[src/rtl/multicycle_sequencer_pkg.sv]
// Shared definitions for the Lapido multicycle sequencer: state codes,
// instruction type codes, ALU opcode constants and small helpers.
package lapido_pkg;

  // State codes; also driven out on the phase port for debug.
  typedef enum logic [3:0] {
    ST_IDLE     = 4'd0,
    ST_FETCH    = 4'd1,
    ST_DECODE   = 4'd2,
    ST_EXEC_ALU = 4'd3,
    ST_WB_ALU   = 4'd4,
    ST_ADDR     = 4'd5,
    ST_MEM_RD   = 4'd6,
    ST_WB_MEM   = 4'd7,
    ST_MEM_WR   = 4'd8
  } state_t;

  // Instruction type field instruction[31:29]
  localparam logic [2:0] TYPE_ALU = 3'b100;
  localparam logic [2:0] TYPE_MEM = 3'b001;

  // ALU function used for address generation
  localparam logic [4:0] ALUOP_ADD = 5'b00000;

  // Width of the memory wait counter
  localparam int unsigned WAIT_W = 8;

  // States that hold the memory port and wait for memReady
  function automatic logic is_wait_state(input state_t s);
    return (s == ST_FETCH) || (s == ST_MEM_RD) || (s == ST_MEM_WR);
  endfunction

endpackage

[src/rtl/multicycle_sequencer_if.sv]
// Bundle of the sequencer's datapath/memory control signals.
// master = sequencer side, slave = datapath/memory side.
import lapido_pkg::*;

interface multicycle_sequencer_if;
  logic [31:0]               instruction;
  logic                      memReady;
  logic                      pcWrite;
  logic                      irWrite;
  logic                      iOrD;
  logic                      memRead;
  logic                      memWrite;
  logic                      memToReg;
  logic                      ALUSrc;
  logic [4:0]                ALUOp;
  logic                      regWrite;
  logic                      illegal;
  logic                      busError;
  logic [$bits(state_t)-1:0] phase;

  modport master (
    input  instruction, memReady,
    output pcWrite, irWrite, iOrD, memRead, memWrite, memToReg,
           ALUSrc, ALUOp, regWrite, illegal, busError, phase
  );

  modport slave (
    output instruction, memReady,
    input  pcWrite, irWrite, iOrD, memRead, memWrite, memToReg,
           ALUSrc, ALUOp, regWrite, illegal, busError, phase
  );
endinterface

[src/rtl/multicycle_sequencer_mem_wait_timer.sv]
// Memory wait timer: counts cycles spent waiting for memReady and flags
// when the count has reached the configured timeout.
module mem_wait_timer
  import lapido_pkg::*;
#(
  parameter int unsigned TIMEOUT = 15
) (
  input  logic i_clk,
  input  logic i_srst,
  input  logic i_clear,
  input  logic i_count_en,
  output logic o_expired
);

  localparam logic [WAIT_W-1:0] LP_LIMIT = WAIT_W'(TIMEOUT);
  localparam logic [WAIT_W-1:0] LP_MAX   = '1;

  logic [WAIT_W-1:0] r_count;
  logic [WAIT_W-1:0] w_count_next;

  // Next count: clear has priority, otherwise saturating increment
  always_comb begin
    w_count_next = r_count;
    if (i_clear) begin
      w_count_next = '0;
    end else if (i_count_en && (r_count != LP_MAX)) begin
      w_count_next = r_count + WAIT_W'(1);
    end
  end

  // Counter register with synchronous reset
  always_ff @(posedge i_clk) begin
    if (i_srst) begin
      r_count <= '0;
    end else begin
      r_count <= w_count_next;
    end
  end

  assign o_expired = (r_count == LP_LIMIT);

endmodule

[src/rtl/multicycle_sequencer.sv]
// Multicycle control sequencer for the Lapido core. Walks each instruction
// through fetch/decode/execute/memory/writeback and drives datapath strobes
// straight from the registered state, instruction and memReady.
module multicycle_sequencer
  import lapido_pkg::*;
#(
  parameter int unsigned TIMEOUT = 15
) (
  input  logic                   clock,
  input  logic                   reset,
  multicycle_sequencer_if.master bus
);

  state_t     r_state;
  state_t     w_state_next;

  logic       w_expired;
  logic       w_timer_clear;
  logic       w_timer_en;

  logic       w_pc_write;
  logic       w_ir_write;
  logic       w_i_or_d;
  logic       w_mem_read_n;
  logic       w_mem_write_n;
  logic       w_mem_to_reg;
  logic       w_alu_src;
  logic [4:0] w_alu_op;
  logic       w_reg_write;
  logic       w_illegal;
  logic       w_bus_error;

  logic [2:0] w_type;
  logic [4:0] w_func;
  logic       w_is_store;
  logic       w_unused;

  assign w_type     = bus.instruction[31:29];
  assign w_func     = bus.instruction[28:24];
  assign w_is_store = bus.instruction[24];
  assign w_unused   = ^bus.instruction[23:0];

  // Timer restarts whenever the current state instance ends (including a
  // timed-out fetch that loops back into FETCH), so every wait starts at 0.
  assign w_timer_clear = (w_state_next != r_state) || w_bus_error;
  assign w_timer_en    = is_wait_state(r_state) && !bus.memReady;

  mem_wait_timer #(
    .TIMEOUT (TIMEOUT)
  ) u_timer (
    .i_clk      (clock),
    .i_srst     (reset),
    .i_clear    (w_timer_clear),
    .i_count_en (w_timer_en),
    .o_expired  (w_expired)
  );

  // State register; reset always lands in IDLE
  always_ff @(posedge clock) begin
    if (reset) begin
      r_state <= ST_IDLE;
    end else begin
      r_state <= w_state_next;
    end
  end

  // Next-state and strobe decode; completion beats timeout in wait states
  always_comb begin
    w_state_next  = r_state;
    w_pc_write    = 1'b0;
    w_ir_write    = 1'b0;
    w_i_or_d      = 1'b0;
    w_mem_read_n  = 1'b1;
    w_mem_write_n = 1'b1;
    w_mem_to_reg  = 1'b0;
    w_alu_src     = 1'b0;
    w_alu_op      = ALUOP_ADD;
    w_reg_write   = 1'b0;
    w_illegal     = 1'b0;
    w_bus_error   = 1'b0;
    case (r_state)
      ST_IDLE: begin
        w_state_next = ST_FETCH;
      end
      ST_FETCH: begin
        w_mem_read_n = 1'b0;
        if (bus.memReady) begin
          w_pc_write   = 1'b1;
          w_ir_write   = 1'b1;
          w_state_next = ST_DECODE;
        end else if (w_expired) begin
          w_bus_error  = 1'b1;
          w_state_next = ST_FETCH;
        end
      end
      ST_DECODE: begin
        if (w_type == TYPE_ALU) begin
          w_state_next = ST_EXEC_ALU;
        end else if (w_type == TYPE_MEM) begin
          w_state_next = ST_ADDR;
        end else begin
          w_illegal    = 1'b1;
          w_state_next = ST_FETCH;
        end
      end
      ST_EXEC_ALU: begin
        w_alu_op     = w_func;
        w_state_next = ST_WB_ALU;
      end
      ST_WB_ALU: begin
        w_alu_op     = w_func;
        w_reg_write  = 1'b1;
        w_state_next = ST_FETCH;
      end
      ST_ADDR: begin
        w_alu_src    = 1'b1;
        w_state_next = w_is_store ? ST_MEM_WR : ST_MEM_RD;
      end
      ST_MEM_RD: begin
        w_mem_read_n = 1'b0;
        w_i_or_d     = 1'b1;
        w_alu_src    = 1'b1;
        if (bus.memReady) begin
          w_state_next = ST_WB_MEM;
        end else if (w_expired) begin
          w_bus_error  = 1'b1;
          w_state_next = ST_FETCH;
        end
      end
      ST_WB_MEM: begin
        w_mem_to_reg = 1'b1;
        w_reg_write  = 1'b1;
        w_state_next = ST_FETCH;
      end
      ST_MEM_WR: begin
        w_mem_write_n = 1'b0;
        w_i_or_d      = 1'b1;
        w_alu_src     = 1'b1;
        if (bus.memReady) begin
          w_state_next = ST_FETCH;
        end else if (w_expired) begin
          w_bus_error  = 1'b1;
          w_state_next = ST_FETCH;
        end
      end
      default: begin
        w_state_next = ST_IDLE;
      end
    endcase
  end

  assign bus.pcWrite  = w_pc_write;
  assign bus.irWrite  = w_ir_write;
  assign bus.iOrD     = w_i_or_d;
  assign bus.memRead  = w_mem_read_n;
  assign bus.memWrite = w_mem_write_n;
  assign bus.memToReg = w_mem_to_reg;
  assign bus.ALUSrc   = w_alu_src;
  assign bus.ALUOp    = w_alu_op;
  assign bus.regWrite = w_reg_write;
  assign bus.illegal  = w_illegal;
  assign bus.busError = w_bus_error;
  assign bus.phase    = r_state;

endmodule

[src/flat_wrapper.sv]
// flat-port wrapper written by rule: the top's interface ports become plain ports
module multicycle_sequencer_flat import lapido_pkg::*;
#(
  parameter int unsigned TIMEOUT = 15
)
  (clock, reset, bus_instruction, bus_memReady, bus_pcWrite, bus_irWrite, bus_iOrD, bus_memRead, bus_memWrite, bus_memToReg, bus_ALUSrc, bus_ALUOp, bus_regWrite, bus_illegal, bus_busError, bus_phase);
  multicycle_sequencer_if bus_i ();
  input  logic clock;
  input  logic reset;
  input wire logic [$bits(bus_i.instruction)-1:0] bus_instruction;
  input wire logic [$bits(bus_i.memReady)-1:0] bus_memReady;
  output wire logic [$bits(bus_i.pcWrite)-1:0] bus_pcWrite;
  output wire logic [$bits(bus_i.irWrite)-1:0] bus_irWrite;
  output wire logic [$bits(bus_i.iOrD)-1:0] bus_iOrD;
  output wire logic [$bits(bus_i.memRead)-1:0] bus_memRead;
  output wire logic [$bits(bus_i.memWrite)-1:0] bus_memWrite;
  output wire logic [$bits(bus_i.memToReg)-1:0] bus_memToReg;
  output wire logic [$bits(bus_i.ALUSrc)-1:0] bus_ALUSrc;
  output wire logic [$bits(bus_i.ALUOp)-1:0] bus_ALUOp;
  output wire logic [$bits(bus_i.regWrite)-1:0] bus_regWrite;
  output wire logic [$bits(bus_i.illegal)-1:0] bus_illegal;
  output wire logic [$bits(bus_i.busError)-1:0] bus_busError;
  output wire logic [$bits(bus_i.phase)-1:0] bus_phase;
  assign bus_i.instruction = bus_instruction;
  assign bus_i.memReady = bus_memReady;
  assign bus_pcWrite = bus_i.pcWrite;
  assign bus_irWrite = bus_i.irWrite;
  assign bus_iOrD = bus_i.iOrD;
  assign bus_memRead = bus_i.memRead;
  assign bus_memWrite = bus_i.memWrite;
  assign bus_memToReg = bus_i.memToReg;
  assign bus_ALUSrc = bus_i.ALUSrc;
  assign bus_ALUOp = bus_i.ALUOp;
  assign bus_regWrite = bus_i.regWrite;
  assign bus_illegal = bus_i.illegal;
  assign bus_busError = bus_i.busError;
  assign bus_phase = bus_i.phase;
  multicycle_sequencer #(.TIMEOUT(TIMEOUT)) u_core (.clock(clock), .reset(reset), .bus(bus_i));
endmodule
[config.mk]
export PLATFORM = sky130hd
export DESIGN_NAME = multicycle_sequencer_flat
export DESIGN_NICKNAME = d
export VERILOG_FILES = /design/src/rtl/multicycle_sequencer_pkg.sv /design/src/rtl/multicycle_sequencer_if.sv /design/src/rtl/multicycle_sequencer_mem_wait_timer.sv /design/src/rtl/multicycle_sequencer.sv /design/src/flat_wrapper.sv
export SDC_FILE = /design/constraint.sdc
export NUM_CORES = 1
export LEC_CHECK = 0
export CAP_MARGIN = 20
export CELL_PAD_IN_SITES_DETAIL_PLACEMENT = 0
export CELL_PAD_IN_SITES_GLOBAL_PLACEMENT = 1
export CORE_ASPECT_RATIO = 1.1
export CORE_MARGIN = 5
export CORE_UTILIZATION = 26
export DETAILED_ROUTE_END_ITERATION = 12
export PLACE_DENSITY_LB_ADDON = 0.1
export SYNTH_ARGS = -nofsm -noshare
export SYNTH_HDL_FRONTEND = slang
export SYNTH_SLANG_ARGS = --single-unit
[constraint.sdc]
create_clock -name clock -period 2.45 [get_ports clock]
set_input_delay 0.6125 -clock clock [delete_from_list [all_inputs] [get_ports clock]]
set_output_delay 0.6125 -clock clock [all_outputs]
set_load 0.02 [all_outputs]
# Yosys cells after proc, flatten, opt, wreduce, memory -nomap -nowiden
# Cells that the tools add are included.
[word_totals] mem_bits_rw=0 word_cells=54 reg_bits=12 in_bits=35 rom_bits=0 out_inout_bits=19 latchBits=0 mem_count=0
[classes] shifts=0 n_mux=23 mul=0 reduce_logical=15 bitwise=0 div=0 n_eq_ne=13 n_addsub=1 order_cmp=0
[op_table] operator="one-hot mux 4 bit (7 select lines)" count=1
[op_table] operator="two-way mux 4 bit" count=6
[op_table] operator="equality test 4 x 3 -> 1 bit, second input constant" count=4
[op_table] operator="two-way mux 1 bit" count=14
[op_table] operator="OR reduction 2 bit" count=5
[op_table] operator="OR reduction 3 bit" count=3
[op_table] operator="adder 8 x 1 -> 8 bit, second input constant" count=1
[op_table] operator="equality test 4 x 2 -> 1 bit, second input constant" count=2
[op_table] operator="equality test 8 x 4 -> 1 bit, second input constant" count=1
[op_table] operator="!= test 8 bit, second input constant" count=1
[op_table] operator="two-way mux 5 bit" count=1
[op_table] operator="equality test 4 x 1 -> 1 bit, second input constant" count=1
[op_table] operator="equality test 4 bit, second input constant" count=1
[op_table] operator="logical NOT 4 bit" count=1
[op_table] operator="!= test 4 bit" count=1
[op_table] operator="equality test 3 x 1 -> 1 bit, second input constant" count=1
[op_table] operator="equality test 3 bit, second input constant" count=1
[op_table] operator="logical OR 1 bit" count=3
[op_table] operator="two-way mux 3 bit" count=1
[op_table] operator="logical AND 1 bit" count=2
[op_table] operator="logical NOT 1 bit" count=1

# Logic depth before layout (Yosys ltp)
[logic_depth] depth_word=7 depth_mapped=7

# By module
# Synthesis repeated with hierarchy kept, for this count alone.
[hier_totals] hier_cells=129 area_unflattened_um2=988.4
[by_module_without_submodules] mod="multicycle_sequencer" n_inst=1 cells_each=80 area_per_inst_um2=553.0
[by_module_without_submodules] mod="mem_wait_timer" n_inst=1 cells_each=49 area_per_inst_um2=435.4

# Worst setup path before layout
# Ideal clock, no wire load.
[synth_path] path_kind="reg-to-output" from="register u_core.r_state[2], in the netlist u_core.bus.phase[2]" to="output port bus_pcWrite" t_arrival_ns=1.735 slack_ns=0.103 stages_incl_launch_ff=5 cell_sequence="dfxtp_1 -> clkbuf_1 -> or2_2 -> nor3_1 -> buf_4"
[synth_via] elab_chain_len=2
[synth_rtl] element="from (decl)" line_no="multicycle_sequencer.sv:14" rtl="state_t r_state;"
[synth_rtl] element="from (signal assigned)" line_no="multicycle_sequencer.sv:63" rtl="r_state <= w_state_next;"
[synth_rtl] element="equality test 4 x 1 -> 1 bit"
[synth_rtl] element="two-way mux 1 bit"
[synth_rtl] element="to (decl)" line_no="flat_wrapper.sv:12" rtl="output wire logic [$bits(bus_i.pcWrite)-1:0] bus_pcWrite;"
# Every way passes these cells.

# Worst setup path in the final report
[layout_path] from="input port bus_memReady" to="output port bus_busError"
[layout_via] elab_chain_len=2
[layout_rtl] element="from (decl)" line_no="flat_wrapper.sv:11" rtl="input wire logic [$bits(bus_i.memReady)-1:0] bus_memReady;"
[layout_rtl] element="two-way mux 1 bit" line_no="multicycle_sequencer.sv:87" rtl="if (bus.memReady) begin"
[layout_rtl] element="two-way mux 1 bit"
[layout_rtl] element="to (decl)" line_no="flat_wrapper.sv:22" rtl="output wire logic [$bits(bus_i.busError)-1:0] bus_busError;"
# Every way passes these cells.

==> summary.md <==
| Metric | Value |
|---|---|
| CTS sink count | 12 |
| IO buf count | 29 |
| Post-synthesis sequential area ratio | between 20% and 30% |
| Post-Route WL | between 3 and 4 mm |
| Setup Fix Bufs, Post-CTS | 0 |
| Internal power | ~410 uW |
| Initial core utilization | a little over a quarter |
| Syn avg cell area | around 7.7 um^2 |
| Post-Synth XOR/XNOR Area | around 5.3% |
| Max transition margin | 73.9% |
| Status | finished clean |
| PD cells | roughly 350 nW/um^2 |
| Share of cells above drive strength 1 | 27.8% |
| P&R area growth vs syn | 61.3% |
| Worst endpoint data arrival time | around 1800 ps |
| Top_reg_cell synth | dfxtp_1 |
| Comb pwr share | between 20% and 30% |
| Worst-path fanout max | 2 |
| WHS Endpoint | u_core.u_timer.r_count[2] |
| # IOs | 54 |
| Slew Limit Fails | 0 |
| CP Launch Type | input port |
| Residual DRC | 0 |
| Commonest non-fill, non-tap cell in the layout | buf_4 |
| Area leader, netlist | dfxtp_1 |
| Share of flip-flops with an asynchronous set or reset | 0% |
| Minimum clock period | 2380 ps |
| Final cell count without fillers | between 200 and 250 |
| CTS buffer count | 3 |
| CP required | between 1500 and 2000 ps |
| Switch share | 26.9% |
| Worst vdd rail ir drop | 282 uV |
| CTS Root Cell | clkbuf_8 |
| Yosys reg bits | 12 |
| Max-Cap Viols | 0 |
| Fin util | 43.7% |
| Hold depth | 2 |
| Crit Path Category | in2out |
| Vias in the first global route | between 1k and 1.5k |
| R2R Setup Slk | between 400 and 500 ps |
| Highest clock rate | about 0.42 GHz |
| First-pass GRT wire length | approximately 5.4 mm |
| Initial DRT Pass Iterations | 4 |
| Most frequent cells in the layout | buf_4, nor2_1, clkdlybuf4s50_1 |
| Mapped Area | around 1000 um^2 |
| GRT Overall Usage | roughly an eighth |
| Cells after DPL | about 230 |
| Largest net degree at the start of global routing | 13 |
| Post-Route M1 WL | about 1.3 mm |
| Worst hold start | u_core.u_timer.r_count[2] |
| Clock-pin slew on the worst setup and hold paths | ~50 ps |
| Leak | around 0.74 nW |
| Clock power share | roughly two fifths |
| RR Endpoint | u_core.u_timer.r_count[4] |
| Post-route clock skew | 3.55 ps |
| Crit. End Element | output pin |
| Initial antenna violation count | 0 |
| Mux share of post-synthesis cell area | 2.01% |
| Unrepaired setup endpoints after global routing | no |
| Yosys top cell area share | roughly a quarter |
| Seq pwr share | ~37% |
| Total grt overflow | 0 |
| Die Ht | 75.0 um |
| Main combinational cell family by area after synthesis | simple AND/OR/NAND/NOR gates |
| WL per Instance | 14.0 um |
| Reg2reg start | u_core.bus.phase[2] |
| Final setup fails | 0 |
| Antenna viol nets, final | 0 |
| Met2 wire length | between 1.5 and 2 mm |
| Post-route clock period utilization | between 90% and 100% |
| Routed vias | between 1k and 1.5k |
| Cell Rows | 23 |
| CTS H-tree lvls | 1 |
| Dpl hpwl | approximately 2.6 mm |
| Hold WS | approximately 570 ps |
| Reg2Reg Depth | 6 |
| Highest routed layer | met4 |
| Mapped Nets | 165 |
| Simple-gate portion of the synthesized area | 43.4% |
| Via density | ~5 |
| Nets | around 220 |
| Cell variety after synth | 43 |
| Clock Latency Late Sink | about 250 ps |
| Adder-Cell Fraction of Synth Area | around 1.3% |
| Worst Tran Pin Value | around 390 ps |
| Clock Path Buffers | 2 |
| Yosys warning total | 0 |
| Core Region | roughly 3700 um^2 |
| Post-synth EDFFs | 0 |
| Final Hold Viols | 0 |
| N_diodes | 0 |
| Die Area | a little over 5000 um^2 |
| Post-synthesis compound-gate area fraction | 19.5% |
| Gate Count Post-Synth | 129 |
| Initial drt markers | 60 |
| P_sw | ~150 uW |
| Routability Congestion | about 0.82 |
| Metal3 WL | 107 um |
| HP Class | reg2reg |
| CTS tree | built |
| Top post-synthesis cells by area | dfxtp_1, a21oi_1, nor2_1 |
| Die Wd | approximately 69 um |
## layer usage
layer  up-vias  track usage (%)
met2        23             24.7
met5         -                0
met1       540             13.2
li1        575                -
met3         8             2.67
met4         0             7.16
## flip-flops by register name, summed over array words and instances, names as in the netlist
signal	count
u_core.bus.phase	4
u_core.u_timer.r_count	8
## per-stage QoR
step	setup WS, ps	power [mW]	setup TNS (ps)	area [um^2]
floorplan	103	0.271	0	998
global placement	-496	0.336	-2170	1510
detailed placement	-476	0.338	-2260	1510
CTS	0.696	0.562	0	1570
global route	25.4	0.585	0	1610
finish	66.0	0.556	0	1610
## critical path: stages
cell and delay, ps:
clkdlybuf4s50_1 420, or3_4 360, o22ai_4 110, and2_4 160
buf_6 110
## cell families after synthesis
group                      count (synthesis)
muxes                                      2
and+or+nand+nor                           74
xor gates and xnor gates                   6
adders and majority gates                  1
AOI/OAI and AO/OA                         24
DFF                                       12
buffers and inverters                     10
## power groups by stage
stage / clock [mW] / combinational (mW) / sequential (mW)
2_1_floorplan: 0 / 0.0627 / 0.208
3_3_place_gp: 0 / 0.127 / 0.209
3_5_place_dp: 0 / 0.129 / 0.209
4_1_cts: 0.228 / 0.128 / 0.206
5_1_grt: 0.239 / 0.140 / 0.205
6_report: 0.222 / 0.129 / 0.204
## timing repair
item,4_1_cts,5_1_grt
setup endpoints to repair,14,10
hold buffers,0,0
cloned,0,0
pin swaps,1,1
resized for setup,26,14
## worst max path at each step
stage                              startpoint                   endpoint  slack (ps)
after floorplan           u_core.bus.phase[2]                bus_pcWrite         100
after global placement           bus_memReady               bus_busError        -500
after detailed placement         bus_memReady               bus_busError        -480
after CTS                        bus_memReady               bus_busError         0.7
after global routing             bus_memReady  u_core.u_timer.r_count[4]          30
final                            bus_memReady               bus_busError          70
## cell type report
type                    count  area, um^2
clock buffers               4        55.1
fillers                   414        2070
inverters                   2        7.51
multi-input cells         107         748
flip-flops and latches     12         249
well taps                  50        62.6
repair buffers             55         488
## synth_stat cells, types with 2 or more instances
library cell   n
inv_1          2
nand2_1       11
and2_1         7
and4_1         3
buf_2          3
mux2i_1        2
xnor2_1        2
nor4bb_1       2
nor3_1         5
nand3_1        5
clkbuf_1       4
nand3b_1       2
nand4_1        4
xor2_1         4
a31oi_1        2
nor2_1        16
a21oi_1       12
o21a_1         3
dfxtp_1       12
or2_2          2
nand2b_1       4
Note: power is estimated with default switching activity, not from simulation.
